## src/rtl/div_arbiter.sv

```systemverilog
`default_nettype none
// div_arbiter: round-robin arbiter that shares one divider among N requesters.
// Divide-by-zero requests are answered locally and never reach the divider.
module div_arbiter #(
  parameter int WIDTH = 8,
  parameter int N     = 4,
  localparam int IW   = (N > 1) ? $clog2(N) : 1
) (
  input  logic               clk,
  input  logic               rst,
  input  logic [N-1:0]       req,
  input  logic [N*WIDTH-1:0] a_in,
  input  logic [N*WIDTH-1:0] b_in,
  output logic [N-1:0]       ack,
  output logic [WIDTH-1:0]   q_out,
  output logic [WIDTH-1:0]   r_out,
  output logic               busy,
  output logic [IW-1:0]      owner,
  output logic               div_start,
  output logic [WIDTH-1:0]   div_a,
  output logic [WIDTH-1:0]   div_b,
  input  logic               div_ready,
  input  logic               div_last,
  input  logic [WIDTH-1:0]   div_q,
  input  logic [WIDTH-1:0]   div_r
);

  typedef enum logic [1:0] {
    S_IDLE  = 2'd0,
    S_ISSUE = 2'd1,
    S_WAIT  = 2'd2,
    S_RESP  = 2'd3
  } state_t;

  state_t           state, state_nx;
  logic [IW-1:0]    rr_ptr;
  logic [IW-1:0]    winner;
  logic             found;
  logic [WIDTH-1:0] win_a, win_b;

  // First pending requester at or after rr_ptr, wrapping modulo N.
  always_comb begin
    int sum;
    winner = rr_ptr;
    found  = 1'b0;
    for (int k = 0; k < N; k++) begin
      sum = int'(rr_ptr) + k;
      if (sum >= N) sum = sum - N;
      if (!found && req[IW'(sum)]) begin
        winner = IW'(sum);
        found  = 1'b1;
      end
    end
  end

  assign win_a = a_in[winner*WIDTH +: WIDTH];
  assign win_b = b_in[winner*WIDTH +: WIDTH];

  always_comb begin
    state_nx = state;
    case (state)
      S_IDLE:  if (found && div_ready) state_nx = (win_b == '0) ? S_RESP : S_ISSUE;
      S_ISSUE: state_nx = S_WAIT;
      S_WAIT:  if (div_last) state_nx = S_RESP;
      S_RESP:  state_nx = S_IDLE;
      default: state_nx = S_IDLE;
    endcase
  end

  // Outputs depend on state and registers only, never on req.
  assign ack       = (state == S_RESP) ? ({{(N-1){1'b0}}, 1'b1} << owner) : '0;
  assign div_start = (state == S_ISSUE);
  assign busy      = (state != S_IDLE);

  always_ff @(posedge clk or posedge rst) begin
    if (rst) begin
      state  <= S_IDLE;
      rr_ptr <= '0;
      owner  <= '0;
      q_out  <= '0;
      r_out  <= '0;
      div_a  <= '0;
      div_b  <= '0;
    end else begin
      state <= state_nx;
      case (state)
        S_IDLE: begin
          if (found && div_ready) begin
            owner <= winner;
            if (win_b == '0) begin
              q_out <= '1;
              r_out <= win_a;
            end else begin
              div_a <= win_a;
              div_b <= win_b;
            end
          end
        end
        S_WAIT: begin
          if (div_last) begin
            q_out <= div_q;
            r_out <= div_r;
          end
        end
        S_RESP: begin
          rr_ptr <= (int'(owner) == N - 1) ? '0 : owner + 1'b1;
        end
        default: ;
      endcase
    end
  end

endmodule
`default_nettype wire

```

## config.mk

```make
export PLATFORM = sky130hd
export DESIGN_NAME = div_arbiter
export DESIGN_NICKNAME = d
export VERILOG_FILES = /design/src/rtl/div_arbiter.sv
export SDC_FILE = /design/constraint.sdc
export NUM_CORES = 1
export LEC_CHECK = 0
export CAP_MARGIN = 40
export CORE_MARGIN = 3
export CORE_UTILIZATION = 35
export DETAILED_ROUTE_END_ITERATION = 6
export MAX_ROUTING_LAYER = met4
export PLACE_DENSITY = 0.75
export SETUP_SLACK_MARGIN = 0.4
export SLEW_MARGIN = 10
export SYNTH_ARGS = -nofsm -noshare
export SYNTH_HDL_FRONTEND = slang
export SYNTH_SLANG_ARGS = --single-unit
```

## constraint.sdc

```tcl
create_clock -name clk -period 8 [get_ports clk]
set_input_delay 0.8 -clock clk [delete_from_list [all_inputs] [get_ports clk]]
set_output_delay 0.8 -clock clk [all_outputs]
set_load 0.03 [all_outputs]
```

* Word-level counts from Yosys, hierarchy flattened *
Cells that the tools add are included.

cells by class
  $add $sub $neg = 8
  $lt $le $gt $ge = 8
  eq/ne operators = 7
  shift operators = 3
  muxes and demuxes = 38
  bitwise gates (word level) = 1
  reduce and logical (&&, ||, !) cells = 15

operators with widths
  operator                                                                             count
  32-bit by 6-bit indexed part select with 8-bit output                                2
  8-bit 2-to-1 mux                                                                     6
  8-bit case mux with 2 select lines                                                   2
  2-bit 2-to-1 mux                                                                     12
  2-bit by 4-bit < comparator with 1-bit output, second input constant                 4
  1-bit 2-to-1 mux                                                                     12
  3-bit greater-or-equal comparator, second input constant                             3
  1-bit binary-select mux with 2-bit select                                            4
  8-bit logical NOT                                                                    1
  2-bit case mux with 4 select lines                                                   1
  2-bit by 1-bit subtractor with 2-bit output, second input constant                   4
  2-bit by 2-bit adder with 3-bit output, second input constant                        2
  2-bit != test, second input constant                                                 3
  2-bit by 1-bit == test with 1-bit output, second input constant                      2
  2-bit == test, second input constant                                                 2
  1-bit logical AND                                                                    4
  4-bit 2-to-1 mux                                                                     1
  2-bit AND reduction                                                                  2
  4-bit AND reduction                                                                  1
  2-bit nonzero test                                                                   2
  1-bit by 2-bit left shift with 4-bit output, first input constant                    1
  2-bit by 1-bit adder with 3-bit output, second input constant                        1
  2-bit by 3-bit greater-or-equal comparator with 1-bit output, second input constant  1
  1-bit logical NOT                                                                    3
  other kinds (4)                                                                      4

storage, ports and cells
  register bits after elaboration = 38
  bits of input ports = 88
  output and inout bits = 40
  word-level logic and storage cells = 87

* Logic depth before layout (Yosys ltp) *
  word-level depth = 20
  mapped depth = 10
  depth with buffers taken out = 8

* Least setup slack after synthesis *
No wires, ideal clock.

  path type = input port to flip-flop
  start = input port req[0]
  end = register q_out[0]
  setup time = 0.127 ns
  arrival = 3.259 ns
  required time = 7.873 ns
  setup slack = 4.614 ns
  stages = 10
  path buffers = 2
  path through = nor2b_1 -> a2111o_1 -> buf_2 -> and3_1 -> a211oi_1 -> o22ai_1 -> or4_4 -> a21oi_4 -> buf_6 -> mux2_1

between the ends
  cells in the longest elaborated chain, start to end = 17
  elaborated cells between the ends (all ways) = 32
  those cells by class = eq/ne (2); shift (1); mux (20); reduce/logical (9)

RTL lines
  item                                                   RTL line  RTL
  start: declaration                                     11        input logic [N-1:0] req,
  1-bit binary-select mux with 2-bit select              49        if (!found && req[IW'(sum)]) begin
  1-bit 2-to-1 mux (not written as such) (2 in series)   49
  1-bit 2-to-1 mux                                       49
  1-bit logical NOT                                      49
  1-bit logical AND                                      49
  1-bit 2-to-1 mux                                       49
  1-bit logical NOT                                      49
  1-bit logical AND                                      49
  1-bit 2-to-1 mux                                       49
  1-bit logical NOT                                      49
  1-bit logical AND                                      49
  2-bit 2-to-1 mux                                       49
  32-bit by 6-bit indexed part select with 8-bit output  57        assign win_b = b_in[winner*WIDTH +: WIDTH];
  8-bit logical NOT                                      90        if (win_b == '0) begin
  2-bit != test (no source line)                         n/a
  4-bit AND reduction (no source line) *                 n/a
  end signal: assignment                                 101       q_out <= div_q;
  end: declaration                                       15        output logic [WIDTH-1:0] q_out,

Mark *: on every way between the ends. The rest lies on a longest branch, timed or not. The select of a mux whose other input is x is not followed.
A chain may end at the register's enable or synchronous reset.

* Worst setup path in the final report *
  start = input port req[0]
  end = register r_out[4]

between the ends
  cells in the longest elaborated chain, start to end = 17
  elaborated cells between the ends (all ways) = 36
  those cells by class = eq/ne (2); shift (2); mux (23); reduce/logical (9)

RTL lines
  item                                                                                               RTL line  RTL
  1-bit binary-select mux with 2-bit select                                                          49
  1-bit 2-to-1 mux (not written as such) (2 in series)                                               49
  1-bit 2-to-1 mux                                                                                   49
  1-bit logical NOT                                                                                  49
  1-bit logical AND                                                                                  49
  1-bit 2-to-1 mux                                                                                   49
  1-bit logical NOT                                                                                  49
  1-bit logical AND                                                                                  49
  1-bit 2-to-1 mux                                                                                   49
  1-bit logical NOT                                                                                  49
  1-bit logical AND                                                                                  49
  2-bit 2-to-1 mux                                                                                   49
  32-bit by 6-bit indexed part select with 8-bit output, on equally long branches                    57, 56
  8-bit logical NOT / 8-bit 2-to-1 mux (equally long branches)                                       90
  2-bit != test (no source line) / 8-bit 2-to-1 mux (equally long branches)                          n/a
  4-bit AND reduction (no source line) / 8-bit case mux with 2 select lines (equally long branches)  n/a
  end signal: assignment                                                                             92        r_out <= win_a;
  end signal: assignment                                                                             102       r_out <= div_r;
  end: declaration                                                                                   16        output logic [WIDTH-1:0] r_out,

Several ways; a longest one is shown, not always the timed one. The select of a mux whose other input is x is not followed.

==> flow_summary.toml <==
[outcome]
status = "finished, final reports clean"

[run]
drv_cap = 0

[logic_synthesis]
ys_types = 34
yosysSeqAreaShare_pct = 38.35
yosysWarnings = 0
syn_inst = 255
synth_top_cell_area_share_pct = 38.35
synth.ff_latch_count = 38
syn_avg_cell_area_um2 = 9.725
synthFlopType = "dfrtp_1"
synth_edf_count = 0
synth_nets = 351
synth_area_leaders = "dfrtp_1 38%, mux2_2 11%, mux2_1 4.5%"
yosysTopAreaCell = "dfrtp_1"
async_flop_share_pct = 100.0
synth_area_mm2 = 0.002480

[timing]
rsz0062_at_grt = "no"
tns_ns = 0
hold_violations = 0
setup_viol = 0
tightest_slew_ns = 0.7222
fin_skew_ns = 0.006894
min_period_over_period_pct = 53.87
relSlewSlack_pct = 51.41
fmax_mhz = 232.1
fin_crit_ns = 4.309
drv_slew = 0

[global_route]
grt_pass1_wl_um = 12220
antenna_found_initial = 0
track_usage_pct = 18.59
grt_max_degree = 39
overflow = 0
grt_pass1_vias = 2572

[layout]
syn_to_final_growth_pct = 59.13
layout-drive-gt1-share_pct = 10.97
final_cell_mix = "127 x clkdlybuf4s50_1, 38 x dfrtp_1, 25 x mux2_2, 19 x a21oi_1, 19 x o21ai_0"
final_nets = 478
n_antenna_cell = 0
final_common_cell = "clkdlybuf4s50_1"

[critical_path]
critPathLaunchType = "input pin"
cp-end-kind = "flop"
critical_path_class = "input pin to flop"
worstPathRequired_ns = 8.16
cp_max_fo = 17
critPathArrivalTime_ns = 4.47

[clock_network]
cts_tree = "done"
cts_post_setup_buffers_inserted = 0
path_clk_slew_ns = 0.07
root_buffer = "clkbuf_8"
cts_resized = 0
worstSkewPairLatency_ns = 0.28
numCtsBuffers = 5
clockBufferDepth = 2
h-tree-depth = 2
cts.sink_count = 38
cts_hold_buf = 0

[route]
vias_per_cell = 5.065
ant_nets = 0
dr.pass1.iters = 4
wl_um = 7320
via_count = 2426
drc = 0
first_iter_violations = 88
routedWlPerCell_um = 15.28

[floorplan]
die_area_mm2 = 0.008132
initial_core_util_pct = 36.30
die_y_um = 90.18
pin_count = 128
rows = 30
fp.dieW_um = 90.18
fp.coreArea_mm2 = 0.006832

[min_path]
hold_class = "flop to flop"

[pwr]
ir_worst_vdd_mv = 0.1685
p_per_area_mw_per_mm2 = 352.5
p_total_w = 0.001391
p_leak_nw = 1.580

[place]
dp_hpwl_um = 5639
io_buffers = 127
place_congestion = 0.7347
stage by stage:
step / hold WS (ns) / setup WS [ns] / instance area (um2) / instances / utilization (%)
finish: 0.4946 / 3.691 / 3946 / 479 / 57.77
global placement: 0.4685 / 3.578 / 3850 / 470 / 56.36
CTS: 0.4987 / 3.731 / 3946 / 479 / 57.77
floorplan: 0.5168 / 4.614 / 2480 / 255 / -
detailed placement: 0.4820 / 3.428 / 3855 / 471 / 56.43
global route: 0.5167 / 3.364 / 3946 / 479 / 57.77
worst paths after layout:
path / depth (start not counted) / start / slack (ns) / to
worst max-delay path: 9 / req[0] / 3.69 / r_out[4]
worst min-delay path: 1 / q_out[2] / 0.49 / q_out[2]
worst max register to register: 8 / rr_ptr[1] / 4.34 / r_out[4]
worst min register to register: 1 / q_out[2] / 0.49 / q_out[2]
max in group asynchronous: 3 / rst / 6.72 / div_b[5]
min in group asynchronous: 3 / rst / 0.94 / q_out[1]
synthesized netlist by cell type, types with 9 or more instances:
master    instances
clkbuf_1         10
mux2_1           10
dfrtp_1          38
mux2_2           25
nand2_1          11
o21a_1            9
nor2_1           13
mux2i_1           9
o21ai_0          19
and3_1           16
a21oi_1          19
kinds of logic after synthesis:
group                    after synthesis  share of synthesized area [%]
buffers and inverters                 21                          3.582
AO/OA/AOI/OAI                         75                          19.63
adder cells (fa/ha/maj)                8                          4.036
AND/OR/NAND/NOR                       69                          14.88
flip-flops                            38                          38.35
multiplexers                          44                          19.53
critical path, cell delays in order:
cell             delay (ns)
clkdlybuf4s50_1        0.58
nor2b_1                0.32
a2111o_1               0.44
nand2_1                0.31
a211oi_1               0.38
o22ai_1                0.17
or4_4                  0.59
a21oi_4                0.50
mux2_2                 0.40
layer usage:
metal  vias up  share of wire (%)  track usage [%]
li1       1190                  -                -
met1      1149                 41            21.79
met2        77                 53            32.17
met3        10                4.9            3.682
met4         0                1.2            5.740
met5         -                  0                -
registers in the layout, summed over array words and instances, names as in the netlist:
name,count
div_a,8
div_b,8
owner,2
q_out,8
r_out,8
rr_ptr,2
state,2
cell type report:
type	count	area (um2)
fill	639	2885
multi-input combinational	196	1440
tap	96	120.1
clock buffer	7	86.33
timing repair buffer	133	1314
sequential	38	950.9
inverter	8	30.03
clock inverter	1	5.005
report_power, final:
group | switching, W | total [W] | internal, W
clock | 0.0000638 | 0.000133 | 0.0000695
sequential | 0.0000554 | 0.000337 | 0.000281
combinational | 0.000507 | 0.000921 | 0.000414
total | 0.000626 | 0.00139 | 0.000765
(Power assumes the default switching activity.)
